===== src/rtl/uart_rx_fifo.sv =====
// uart_rx_fifo: oversampling 8N1 UART receiver feeding a first-word-fall-through
// byte FIFO. Each bit is decided by a majority vote of three samples taken around
// its centre. A stop bit sampled as 0 raises a frame error and discards the byte.
//
// Ports:
//   clk        system clock, all logic on the rising edge
//   rst        synchronous reset, active-high
//   uart_rxd   asynchronous serial line, idle high
//   m_data     FIFO head byte (0 while the FIFO is empty)
//   m_valid    FIFO not empty
//   m_ready    consumer accepts the head byte
//   fifo_count number of bytes stored
//   frame_err  one-cycle pulse when a stop bit is sampled as 0
//   overflow   one-cycle pulse when a good byte is dropped on a full FIFO
//
// Handshake: a byte transfers on every rising clk edge where m_valid && m_ready.
// m_data is stable while m_valid=1 and m_ready=0. m_valid does not depend on
// m_ready.
module uart_rx_fifo #(
  parameter int CLK_FREQ   = 100000000,
  parameter int UART_BPS   = 115200,
  parameter int OVERSAMPLE = 16,
  parameter int FIFO_DEPTH = 16
) (
  input  logic                          clk,
  input  logic                          rst,
  input  logic                          uart_rxd,
  output logic [7:0]                    m_data,
  output logic                          m_valid,
  input  logic                          m_ready,
  output logic [$clog2(FIFO_DEPTH):0]   fifo_count,
  output logic                          frame_err,
  output logic                          overflow
);

  localparam int TICK_RAW = CLK_FREQ / (UART_BPS * OVERSAMPLE);
  localparam int TICK_DIV = (TICK_RAW < 1) ? 1 : TICK_RAW;
  localparam int DW = $clog2(TICK_DIV + 1);
  localparam int SW = $clog2(OVERSAMPLE);
  localparam int AW = $clog2(FIFO_DEPTH);
  localparam int CW = AW + 1;

  localparam logic [SW-1:0] S_FIRST = SW'(OVERSAMPLE / 2 - 1);
  localparam logic [SW-1:0] S_MID   = SW'(OVERSAMPLE / 2);
  localparam logic [SW-1:0] S_DEC   = SW'(OVERSAMPLE / 2 + 1);
  localparam logic [SW-1:0] S_LAST  = SW'(OVERSAMPLE - 1);
  localparam logic [DW-1:0] D_LAST  = DW'(TICK_DIV - 1);

  typedef enum logic [2:0] {
    IDLE      = 3'd0,
    START     = 3'd1,
    DATA      = 3'd2,
    STOP      = 3'd3,
    WAIT_HIGH = 3'd4
  } state_t;

  state_t          state;
  logic            sync1;
  logic            rxd_s;
  logic [DW-1:0]   div_cnt;
  logic            running;
  logic            tick;
  logic [SW-1:0]   s_cnt;
  logic [2:0]      bit_idx;
  logic            smp_a;
  logic            smp_b;
  logic            maj;
  logic            dec_tick;
  logic [7:0]      shreg;
  logic            push_req;

  // Two-flop synchronizer; resets to the idle line level so no false start.
  always_ff @(posedge clk) begin
    if (rst) begin
      sync1 <= 1'b1;
      rxd_s <= 1'b1;
    end else begin
      sync1 <= uart_rxd;
      rxd_s <= sync1;
    end
  end

  // Sample-tick divider, frozen at 0 whenever no frame is in progress so the
  // first tick lands a fixed distance after the start edge.
  assign running = (state == START) || (state == DATA) || (state == STOP);
  assign tick    = running && (div_cnt == D_LAST);

  always_ff @(posedge clk) begin
    if (rst || !running || tick) begin
      div_cnt <= '0;
    end else begin
      div_cnt <= div_cnt + 1'b1;
    end
  end

  // The third sample is the live rxd_s on the decision tick itself.
  assign maj      = (smp_a & smp_b) | (smp_a & rxd_s) | (smp_b & rxd_s);
  assign dec_tick = tick && (s_cnt == S_DEC);
  assign push_req = (state == STOP) && dec_tick && maj;

  always_ff @(posedge clk) begin
    if (rst) begin
      state     <= IDLE;
      s_cnt     <= '0;
      bit_idx   <= '0;
      smp_a     <= 1'b1;
      smp_b     <= 1'b1;
      shreg     <= '0;
      frame_err <= 1'b0;
    end else begin
      frame_err <= 1'b0;
      if (tick) begin
        if (s_cnt == S_FIRST) smp_a <= rxd_s;
        if (s_cnt == S_MID)   smp_b <= rxd_s;
        s_cnt <= (s_cnt == S_LAST) ? '0 : s_cnt + 1'b1;
      end
      case (state)
        IDLE: begin
          s_cnt   <= '0;
          bit_idx <= '0;
          if (!rxd_s) state <= START;
        end
        START: begin
          if (dec_tick && maj) begin
            state <= IDLE;               // too short to be a start bit
          end else if (tick && (s_cnt == S_LAST)) begin
            state <= DATA;
          end
        end
        DATA: begin
          if (dec_tick) shreg <= {maj, shreg[7:1]};   // LSB arrives first
          if (tick && (s_cnt == S_LAST)) begin
            if (bit_idx == 3'd7) state <= STOP;
            else                 bit_idx <= bit_idx + 1'b1;
          end
        end
        STOP: begin
          // Leave at the decision point so a start edge inside the remaining
          // half of the stop bit is caught.
          if (dec_tick) begin
            if (maj) begin
              state <= IDLE;
            end else begin
              frame_err <= 1'b1;
              state     <= WAIT_HIGH;
            end
          end
        end
        WAIT_HIGH: begin
          if (rxd_s) state <= IDLE;      // one frame_err per break
        end
        default: state <= IDLE;
      endcase
    end
  end

  // Output FIFO.
  logic [7:0]    mem [FIFO_DEPTH];
  logic [AW-1:0] wr_ptr;
  logic [AW-1:0] rd_ptr;
  logic [CW-1:0] count;
  logic          full;
  logic          pop;
  logic          push;

  assign full    = (count == CW'(FIFO_DEPTH));
  assign m_valid = (count != '0);
  assign pop     = m_valid && m_ready;
  // A full FIFO still takes the byte when the head leaves in the same cycle.
  assign push    = push_req && (!full || pop);

  always_ff @(posedge clk) begin
    if (rst) begin
      wr_ptr   <= '0;
      rd_ptr   <= '0;
      count    <= '0;
      overflow <= 1'b0;
    end else begin
      overflow <= push_req && full && !pop;
      if (push) wr_ptr <= wr_ptr + 1'b1;
      if (pop)  rd_ptr <= rd_ptr + 1'b1;
      case ({push, pop})
        2'b10:   count <= count + 1'b1;
        2'b01:   count <= count - 1'b1;
        default: count <= count;
      endcase
    end
  end

  always_ff @(posedge clk) begin
    if (push) mem[wr_ptr] <= shreg;
  end

  // Memory is not reset; masking keeps m_data at 0 while empty.
  assign m_data     = m_valid ? mem[rd_ptr] : 8'h00;
  assign fifo_count = count;

endmodule


===== config.mk =====
export PLATFORM = sky130hd
export DESIGN_NAME = uart_rx_fifo
export DESIGN_NICKNAME = d
export VERILOG_FILES = /design/src/rtl/uart_rx_fifo.sv
export SDC_FILE = /design/constraint.sdc
export NUM_CORES = 1
export LEC_CHECK = 0
export ABC_AREA = 1
export CORE_AREA = 2 2 118 120
export CTS_CLUSTER_DIAMETER = 80
export CTS_CLUSTER_SIZE = 14
export DETAILED_ROUTE_END_ITERATION = 12
export DIE_AREA = 0 0 120 122
export PLACE_DENSITY = 0.71
export SLEW_MARGIN = 20
export SYNTH_ARGS = -nofsm -noshare
export SYNTH_HDL_FRONTEND = slang
export SYNTH_SLANG_ARGS = --single-unit

===== constraint.sdc =====
create_clock -name clk -period 3.4 [get_ports clk]
set_clock_uncertainty 0.15 [all_clocks]
set_input_delay 0.68 -clock clk [delete_from_list [all_inputs] [get_ports clk]]
set_output_delay 0.68 -clock clk [all_outputs]
set_load 0.01 [all_outputs]

==> flow_summary.yaml, run 1 <==
floorplanning:
  die_wd_um: 120
  die-area_um2: 14600
  io_pins: 20
  die_boundary_height_um: 122
  initial_utilization_pct: 53.5
  core_region_area_um2: 13500
  core.rowCount: 43
cts:
  numCtsBuffers: 17
  tritoncts_clock_tree: "yes"
  clock_insertion_delay_worst_skew_ns: 0.42
  cts_repair_resize_count: 0
  cts_setup_buffers: 0
  cts_hold_repair.buffers: 0
  h-tree-depth: 4
  clock-root-buffer: "clkbuf_16"
  max-clock-path-buffers: 2
  clock_sinks: 175
  cts.reportedPaths.clkPinSlew_ns: 0.06
timing:
  tightest_slew_ns: 0.791
  finalSetupViolCount: 0
  maxClockFrequency_ghz: 0.307
  setup-tns-final_ns: 0
  finalWorstSetupSlack_ns: 0.143
  timing.final.crit_period_ns: 3.26
  timing_max_transition_violations_final: 0
  rsz0062_at_grt: "false"
  final-hold-violation-count: 0
  max-slew-margin-rel_pct: 47.2
  layout_worst_path_cycle_share_pct: 95.8
detailed_routing:
  drc: 0
  initialDrtViolationCount: 543
  wire_per_inst_um: 18.1
  route.vias.total: 5092
  drt.antenna.violating_nets: 0
  via_per_instance_ratio: 5.75
  wl_um: 16000
  first_pass_iters: 6
worst_setup_path:
  worst_ep_required_time_ns: 2.57
  reg2reg_slack_ns: 0.72
  cp.arrival_ns: 2.43
  timing.critical_path.to_type: "output pin"
  path_max_fanout: 64
  critical_path.cell_chain: "clkinv_1 -> buf_12 -> nor2_1 -> o221ai_1 -> nand3_1 -> a21oi_1 -> clkdlybuf4s50_1"
  cpMaxStageDelayCell: "clkdlybuf4s50_1"
  critPathTopFamily: "buffers and inverters"
  crit_path_max_incr_delay_ns: 0.58
  setup.worst_path.class: "register to output pin"
  path_buf_inv: 3
  startpoint_type: "register"
global_route:
  grt_start_max_net_pins: 65
  grt_first_pass_wirelength_um: 25800
  antenna_found_initial: 0
  grt_pass1_vias: 4901
  global_route.overflow_total: 0
  global_route.usage.total_pct: 23.5
synthesis:
  synth_cells: 657
  netlist_top_cells_count: "128 x edfxtp_1, 117 x nor2_1, 93 x o21ai_0, 47 x dfxtp_1, 44 x inv_1"
  postSynthAreaPerCell_um2: 11.0
  synth.top_cells.by_area: "edfxtp_1 53%, dfxtp_1 13%, o21ai_0 6.4%, nor2_1 6.1%, o221ai_1 3.0%"
  synth-async-reset-ratio_pct: 0
  most_used_standard_cell_by_instance_count_after_synthesis: "edfxtp_1"
  sequential_to_total_area_share_from_yosys_stat_pct: 66.2
  yosys_register_bits: 175
  synth_enable_flop_cells: 128
  synthesis.nets: 675
  cell_taking_the_most_area_after_synthesis: "edfxtp_1"
  yosysTopAreaCellShare_pct: 53.2
  yosys.cell_types.count: 35
  ys_dominant_reg_cell: "edfxtp_1"
  cell_area_after_synthesis_um2: 7230
  yosys_warnings: 0
cells_and_area:
  syn_to_final_growth_pct: 16.0
  final_area_um2: 8380
  drive_gt1_share_pct: 11.5
  antenna-diode-count: 0
  layout.filler_cells: 1047
  fin_nets: 710
  post-route-util_pct: 62.0
placed_design:
  gp_routability_congestion: 0.817
  setup_slack_at_placement_ns: 0.513
  port_buffers: 19
  dpl.hpwl_um: 10400
  placed_cell_area_um2: 7750
power_and_ir_drop:
  ir_drop_mv: 0.430
  total_leakage_power_nw: 3.30
  power_density_nw_per_um2: 700
status:
  run_status: "finished clean"
run:
  timing.max_cap.violations: 0
worst_hold_path:
  hold_path.class: "register to register"
[per-layer routing]
layer	track usage (%)	part of all wire, %	vias up
met3	4.82	6.8	27
li1	-	-	2418
met5	0	0	-
met2	39.4	50	187
met1	29.9	41	2460
met4	10.1	2.0	0
[final timing paths]
check,cells after the start,start,endpoint
setup / recovery,7,register,m_data[0]
hold / removal,1,sync1$_SDFF_PP1_,rxd_s$_SDFF_PP1_
setup reg to reg,16,div_cnt[0]$_SDFF_PP0_,fifo_count[4]$_SDFFE_PP0P_
hold reg to reg,1,sync1$_SDFF_PP1_,rxd_s$_SDFF_PP1_
[where the power goes]
group,switching (W),internal [W],total [W]
registers,0.0000790,0.00233,0.00241
logic,0.000915,0.000550,0.00147
clock network,0.000760,0.00123,0.00199
[cell families (layout without fill, tap and decap cells)]
family          count (synthesis)  in the layout  synth area share [%]
simple gates                  227            227                  14.2
buf+inv                        76            124                  3.98
flops                         175            175                  66.2
compound gates                163            163                  13.0
xor+xnor                        2              2                 0.242
fa+ha+maj                      14             14                  2.42
[per-stage QoR]
| step | instances | total power, W | hold slack, ns |
|---|---|---|---|
| after floorplan | 657 | 0.00338 | 0.239 |
| final | 885 | 0.00587 | 0.260 |
| after global placement | 853 | 0.00383 | 0.245 |
| after CTS | 885 | 0.00588 | 0.263 |
| after detailed placement | 853 | 0.00388 | 0.247 |
| after global routing | 885 | 0.00616 | 0.294 |
[layout make-up]
type / count / area [um2] / area share, %
clock inverters: 10 / 135 / 1.61
clock buffers: 22 / 484 / 5.78
multi-input cells: 406 / 2150 / 25.7
flip-flops and latches: 175 / 4790 / 57.1
inverters: 50 / 190 / 2.27
repair buffers: 42 / 404 / 4.82
well taps: 180 / 225 / 2.69
[sequential cells by signal (all words and copies together) (netlist names), named ones only]
| name | cells |
|---|---|
| state | 3 |
| rxd_s | 1 |
| mem | 128 |
| overflow | 1 |
| div_cnt | 6 |
| shreg | 8 |
| sync1 | 1 |
| s_cnt | 4 |
| wr_ptr | 4 |
| rd_ptr | 4 |
| fifo_count | 5 |
| frame_err | 1 |
| bit_idx | 3 |
| smp_b | 1 |
| smp_a | 1 |
[cells in the final DEF (no fill, tap or decap), types with 3 or more instances in the layout]
| master | count |
|---|---|
| inv_1 | 44 |
| nor2_1 | 117 |
| edfxtp_1 | 128 |
| o21ai_0 | 93 |
| clkinv_2 | 4 |
| buf_12 | 3 |
| bufinv_16 | 3 |
| nand3_1 | 33 |
| o22ai_1 | 8 |
| clkbuf_16 | 17 |
| nand2_1 | 43 |
| a21oi_1 | 30 |
| clkbuf_8 | 4 |
| ha_1 | 14 |
| buf_4 | 19 |
| clkdlybuf4s50_1 | 19 |
| o221ai_1 | 25 |
| or2_2 | 4 |
| nand4_1 | 6 |
| inv_2 | 4 |
| a211oi_1 | 4 |
| nand2_2 | 9 |
| dfxtp_1 | 45 |
No activity file was read; power rests on OpenSTA's default activity.
==> run 2, diff against run 1 <==
--- a/config.mk
+++ b/config.mk
@@ -12,6 +12,7 @@
 export DETAILED_ROUTE_END_ITERATION = 12
 export DIE_AREA = 0 0 120 122
 export PLACE_DENSITY = 0.71
+export REMOVE_ABC_BUFFERS = 1
 export SLEW_MARGIN = 20
 export SYNTH_ARGS = -nofsm -noshare
 export SYNTH_HDL_FRONTEND = slang
==> flow_summary.yaml, run 2 (synthesis gave the netlist of run 1 again) <==
status:
  run_status: "finished clean"
power_and_ir_drop:
  power_density_nw_per_um2: 690
  ir_drop_mv: 0.438
  total_leakage_power_nw: 3.33
timing:
  max-slew-margin-rel_pct: 50.7
  rsz0062_at_grt: "false"
  tightest_slew_ns: 0.738
  finalWorstSetupSlack_ns: 0.101
  final-hold-violation-count: 0
  maxClockFrequency_ghz: 0.303
  finalSetupViolCount: 0
  timing.final.crit_period_ns: 3.30
  layout_worst_path_cycle_share_pct: 97.0
  timing_max_transition_violations_final: 0
cells_and_area:
  final_cell_mix: "128 x edfxtp_1, 117 x nor2_1, 93 x o21ai_0, 45 x dfxtp_1, 44 x inv_1"
  top_regs: "mem (128), shreg (8), div_cnt (6)"
  final_area_um2: 8420
  drive_gt1_share_pct: 12.1
  max_flop_register: "mem"
  largest_reg_flops: 128
  fin_nets: 718
  antenna-diode-count: 0
  final_cells: 893
  layout.cells.most_common: "edfxtp_1"
  syn_to_final_growth_pct: 16.5
  post-route-util_pct: 62.3
  layout.filler_cells: 1038
cts:
  h-tree-depth: 4
  tritoncts_clock_tree: "yes"
  clock_insertion_delay_worst_skew_ns: 0.42
  cts.reportedPaths.clkPinSlew_ns: 0.06
  numCtsBuffers: 17
  clock_sinks: 175
  clock-root-buffer: "clkbuf_16"
  max-clock-path-buffers: 2
global_route:
  grt_first_pass_wirelength_um: 24600
  global_route.overflow_total: 0
  grt_pass1_vias: 4942
  global_route.usage.total_pct: 22.2
  grt_start_max_net_pins: 65
  antenna_found_initial: 0
detailed_routing:
  route.vias.total: 5129
  routed.top_layer: "met4"
  met1_length_um: 6590
  drc: 0
  via_per_instance_ratio: 5.74
  wl_met2_um: 7960
  wl_met3_um: 965
  wl_um: 15900
  wire_per_inst_um: 17.8
  initialDrtViolationCount: 547
  first_pass_iters: 8
  drt.antenna.violating_nets: 0
floorplanning:
  die-area_um2: 14600
  io_pins: 20
  initial_utilization_pct: 53.5
  die_boundary_height_um: 122
  core.rowCount: 43
  die_wd_um: 120
  core_region_area_um2: 13500
placed_design:
  placed_cell_area_um2: 7750
  dpl.hpwl_um: 10100
  placed_cells: 854
  setup_slack_at_placement_ns: 0.472
  port_buffers: 19
  gp_routability_congestion: 0.930
worst_hold_path:
  hold_path.class: "register to register"
worst_setup_path:
  path_depth: 7
  setup.worst_path.class: "register to output pin"
  cpMaxStageDelayCell: "clkdlybuf4s50_1"
  worstSetupEndpoint: "m_data[2]"
  reg2reg_slack_ns: 0.86
  crit_path_max_incr_delay_ns: 0.60
  cp.arrival_ns: 2.47
  startpoint_type: "register"
  rr_endpoint: "fifo_count[4]$_SDFFE_PP0P_"
  critPathTopFamily: "buffers and inverters"
  timing.critical_path.to_type: "output pin"
  critical_path.cell_chain: "clkinvlp_4 -> buf_12 -> nor2_1 -> o221ai_1 -> nand3_1 -> a21oi_1 -> clkdlybuf4s50_1"
  reg2reg_depth: 16
  rr_startpoint: "div_cnt[0]$_SDFF_PP0_"
  worst_ep_required_time_ns: 2.57
  path_max_fanout: 32
  path_buf_inv: 3
run:
  timing.max_cap.violations: 0
-- run 2: changes by cell type in the layout (fill, tap and decap cells not counted), sizes merged --
cell / previous run / this run
bufinv: 3 / 2
buf: 23 / 29
clkbuf: 22 / 27
clkinvlp: 1 / 2
clkinv: 7 / 4
-- run 2: how the worst min path moves through the flow --
stage / from / end / depth (start not counted)
2_1_floorplan: sync1$_SDFF_PP1_ / rxd_s$_SDFF_PP1_ / 1
3_3_place_gp: sync1$_SDFF_PP1_ / rxd_s$_SDFF_PP1_ / 1
3_5_place_dp: sync1$_SDFF_PP1_ / rxd_s$_SDFF_PP1_ / 1
4_1_cts: sync1$_SDFF_PP1_ / rxd_s$_SDFF_PP1_ / 1
5_1_grt: sync1$_SDFF_PP1_ / rxd_s$_SDFF_PP1_ / 1
6_report: sync1$_SDFF_PP1_ / rxd_s$_SDFF_PP1_ / 1
-- run 2: power by group --
| part | total [W] | internal (W) | leakage, nW | switching [W] |
|---|---|---|---|---|
| Combinational | 0.00150 | 0.000599 | 1.21 | 0.000897 |
| Sequential | 0.00242 | 0.00233 | 1.83 | 0.0000878 |
| Clock | 0.00189 | 0.00114 | 0.281 | 0.000753 |
| Total | 0.00581 | 0.00407 | 3.33 | 0.00174 |
-- run 2: through the flow --
stage / hold WS [ns] / setup TNS (ns) / total power, W
after detailed placement: 0.260 / 0 / 0.00384
after global routing: 0.306 / 0 / 0.00608
after floorplan: 0.239 / -5.03 / 0.00334
final: 0.275 / 0 / 0.00581
after global placement: 0.256 / 0 / 0.00378
after CTS: 0.281 / 0 / 0.00572
-- run 2: timing repair --
item / CTS / global route
hold buffers: 0 / 0
endpoints found under the setup margin: 0 / 8
resized for setup: 0 / 3
setup buffers: 0 / 5
hold endpoints to repair: 0 / 0
-- run 2: cell type report --
class                           count  area, um2  share of cell area [%]
Clock buffer                       25        485                    5.77
Clock inverter                      7       87.6                    1.04
Inverter                           50        194                    2.30
Multi-Input combinational cell    406       2150                    25.6
Sequential cell                   175       4790                    56.9
Tap cell                          180        225                    2.68
Timing Repair Buffer               50        483                    5.74
-- run 2: worst reg2reg max path, stage by stage (launching register included) --
cell and delay, ns:
dfxtp_1 0.38, ha_1 0.16, inv_1 0.04, nor2_2 0.10, nand2_2 0.09, nor2_8 0.14
nand4_2 0.20, nand2_2 0.18, inv_1 0.08, ha_1 0.32, inv_1 0.07, o21ai_0 0.18
inv_1 0.06, nand3_1 0.09, nand3_1 0.08, nand2_1 0.06, nor2_1 0.04
-- run 2: routing by layer --
layer / global-route usage, % / vias up
li1: - / 2433
met1: 27.6 / 2468
met2: 38.2 / 194
met3: 5.71 / 34
met4: 7.13 / 0
met5: 0 / -
==> run 3, diff against run 2 <==
==> constraint.sdc (replaced) <==
create_clock -name clk -period 3.3 [get_ports clk]
set_clock_uncertainty 0.15 [all_clocks]
set_input_delay 0.66 -clock clk [delete_from_list [all_inputs] [get_ports clk]]
set_output_delay 0.66 -clock clk [all_outputs]
set_load 0.01 [all_outputs]
==> flow_summary.yaml, run 3 (synthesis gave the netlist of run 1 again) <==
status:
  run_status: "finished clean"
detailed_routing:
  via_per_instance_ratio: 5.72
  drc: 0
  wl_um: 15700
  wire_per_inst_um: 17.7
  route.vias.total: 5073
  first_pass_iters: 5
  drt.antenna.violating_nets: 0
  initialDrtViolationCount: 674
floorplanning:
  initial_utilization_pct: 53.5
  die_boundary_height_um: 122
  die-area_um2: 14600
  core_region_area_um2: 13500
  core.rowCount: 43
  die_wd_um: 120
  io_pins: 20
global_route:
  grt_start_max_net_pins: 65
  global_route.usage.total_pct: 22.4
  antenna_found_initial: 0
  global_route.overflow_total: 0
  grt_pass1_vias: 5022
  grt_first_pass_wirelength_um: 24900
power_and_ir_drop:
  total_leakage_power_nw: 3.32
  finalPower_w: 0.00606
  ir_drop_mv: 0.458
  power_density_nw_per_um2: 721
placed_design:
  port_buffers: 19
  dpl.hpwl_um: 10000
  gp_routability_congestion: 0.935
  placed_cells: 855
worst_setup_path:
  startpoint_type: "register"
  reg2reg_slack_ns: 0.76
  worst_ep_required_time_ns: 2.49
  path_max_fanout: 32
  timing.critical_path.to_type: "output pin"
  setup.worst_path.class: "register to output pin"
  cp.arrival_ns: 2.37
cts:
  cts_hold_repair.buffers: 0
  tritoncts_clock_tree: "yes"
  numCtsBuffers: 17
  clock_insertion_delay_worst_skew_ns: 0.43
  cts_setup_buffers: 0
  max-clock-path-buffers: 2
  cts_repair_resize_count: 0
  clock_sinks: 175
  clock-root-buffer: "clkbuf_16"
  cts.reportedPaths.clkPinSlew_ns: 0.06
  h-tree-depth: 4
timing:
  tightest_slew_ns: 0.722
  finalSetupViolCount: 0
  final-hold-violation-count: 0
  timing_max_transition_violations_final: 0
  maxClockFrequency_ghz: 0.315
  max-slew-margin-rel_pct: 51.8
  timing.final.crit_period_ns: 3.18
  layout_worst_path_cycle_share_pct: 96.3
cells_and_area:
  layout.cells.most_common: "edfxtp_1"
  max_flop_register: "mem"
  final_cell_mix: "128 x edfxtp_1, 117 x nor2_1, 93 x o21ai_0, 45 x dfxtp_1, 44 x inv_1"
  antenna-diode-count: 0
  top_regs: "mem (128), shreg (8), div_cnt (6)"
  fin_nets: 713
  final_cells: 887
  drive_gt1_share_pct: 11.7
  largest_reg_flops: 128
  syn_to_final_growth_pct: 16.3
worst_hold_path:
  hold_path.class: "register to register"
run:
  timing.max_cap.violations: 0
run 3: cell count changes in the layout (fill, tap and decap cells not counted), sizes merged:
| cell | previous run | this run |
|---|---|---|
| clkbuf | 27 | 20 |
| buf | 29 | 25 |
| bufinv | 2 | 4 |
| clkinvlp | 2 | 4 |
| clkdlybuf4s50 | 19 | 18 |
| clkinv | 4 | 5 |
| dlymetal6s2s | 0 | 1 |
run 3: critical path, stage by stage (launching register included):
cell and delay, ns:
dfxtp_2 0.36, clkinvlp_4 0.14, clkbuf_16 0.24, nor2_1 0.06, o221ai_1 0.20, nand3_1 0.11, a21oi_1 0.26, clkdlybuf4s50_1 0.58
run 3: path summary, 6_finish.rpt:
kind	from	to	cells after the start
max	register	m_data[2]	7
min	sync1$_SDFF_PP1_	rxd_s$_SDFF_PP1_	1
max reg2reg	div_cnt[0]$_SDFF_PP0_	fifo_count[4]$_SDFFE_PP0P_	16
min reg2reg	sync1$_SDFF_PP1_	rxd_s$_SDFF_PP1_	1
run 3: final cells by class:
cell class / count / area [um2]
Tap cell: 180 / 225
Clock inverter: 12 / 169
Sequential cell: 175 / 4790
Fill cell: 1050 / 5100
Clock buffer: 19 / 433
Inverter: 50 / 194
Multi-Input combinational cell: 406 / 2160
Timing Repair Buffer: 45 / 434
run 3: routing by layer:
| metal | wire length, um | share of wire [%] | track usage [%] | up-vias |
|---|---|---|---|---|
| met1 | 6500 | 41 | 27.6 | 2420 |
| met2 | 7790 | 50 | 38.8 | 202 |
| met5 | 0 | 0 | 0 | - |
| li1 | - | - | - | 2419 |
| met3 | 1070 | 6.8 | 5.20 | 32 |
| met4 | 350 | 2.2 | 8.24 | 0 |
run 3: power by group:
group	switching, W	total [W]	leakage (nW)	internal [W]
registers	0.0000835	0.00248	1.83	0.00240
clock network	0.000800	0.00205	0.284	0.00125
logic	0.000935	0.00152	1.20	0.000583
run 3: metrics by stage:
stage	TNS [ns]	utilization [%]	hold slack, ns	area (um2)	setup WS (ns)
after floorplan	-5.67	-	0.239	7130	-0.746
after global placement	0	57.4	0.254	7760	0.524
after detailed placement	0	57.4	0.246	7760	0.498
after CTS	0	61.9	0.260	8360	0.0366
after global routing	-0.00710	62.2	0.276	8400	-0.00710
final	0	62.2	0.258	8400	0.122
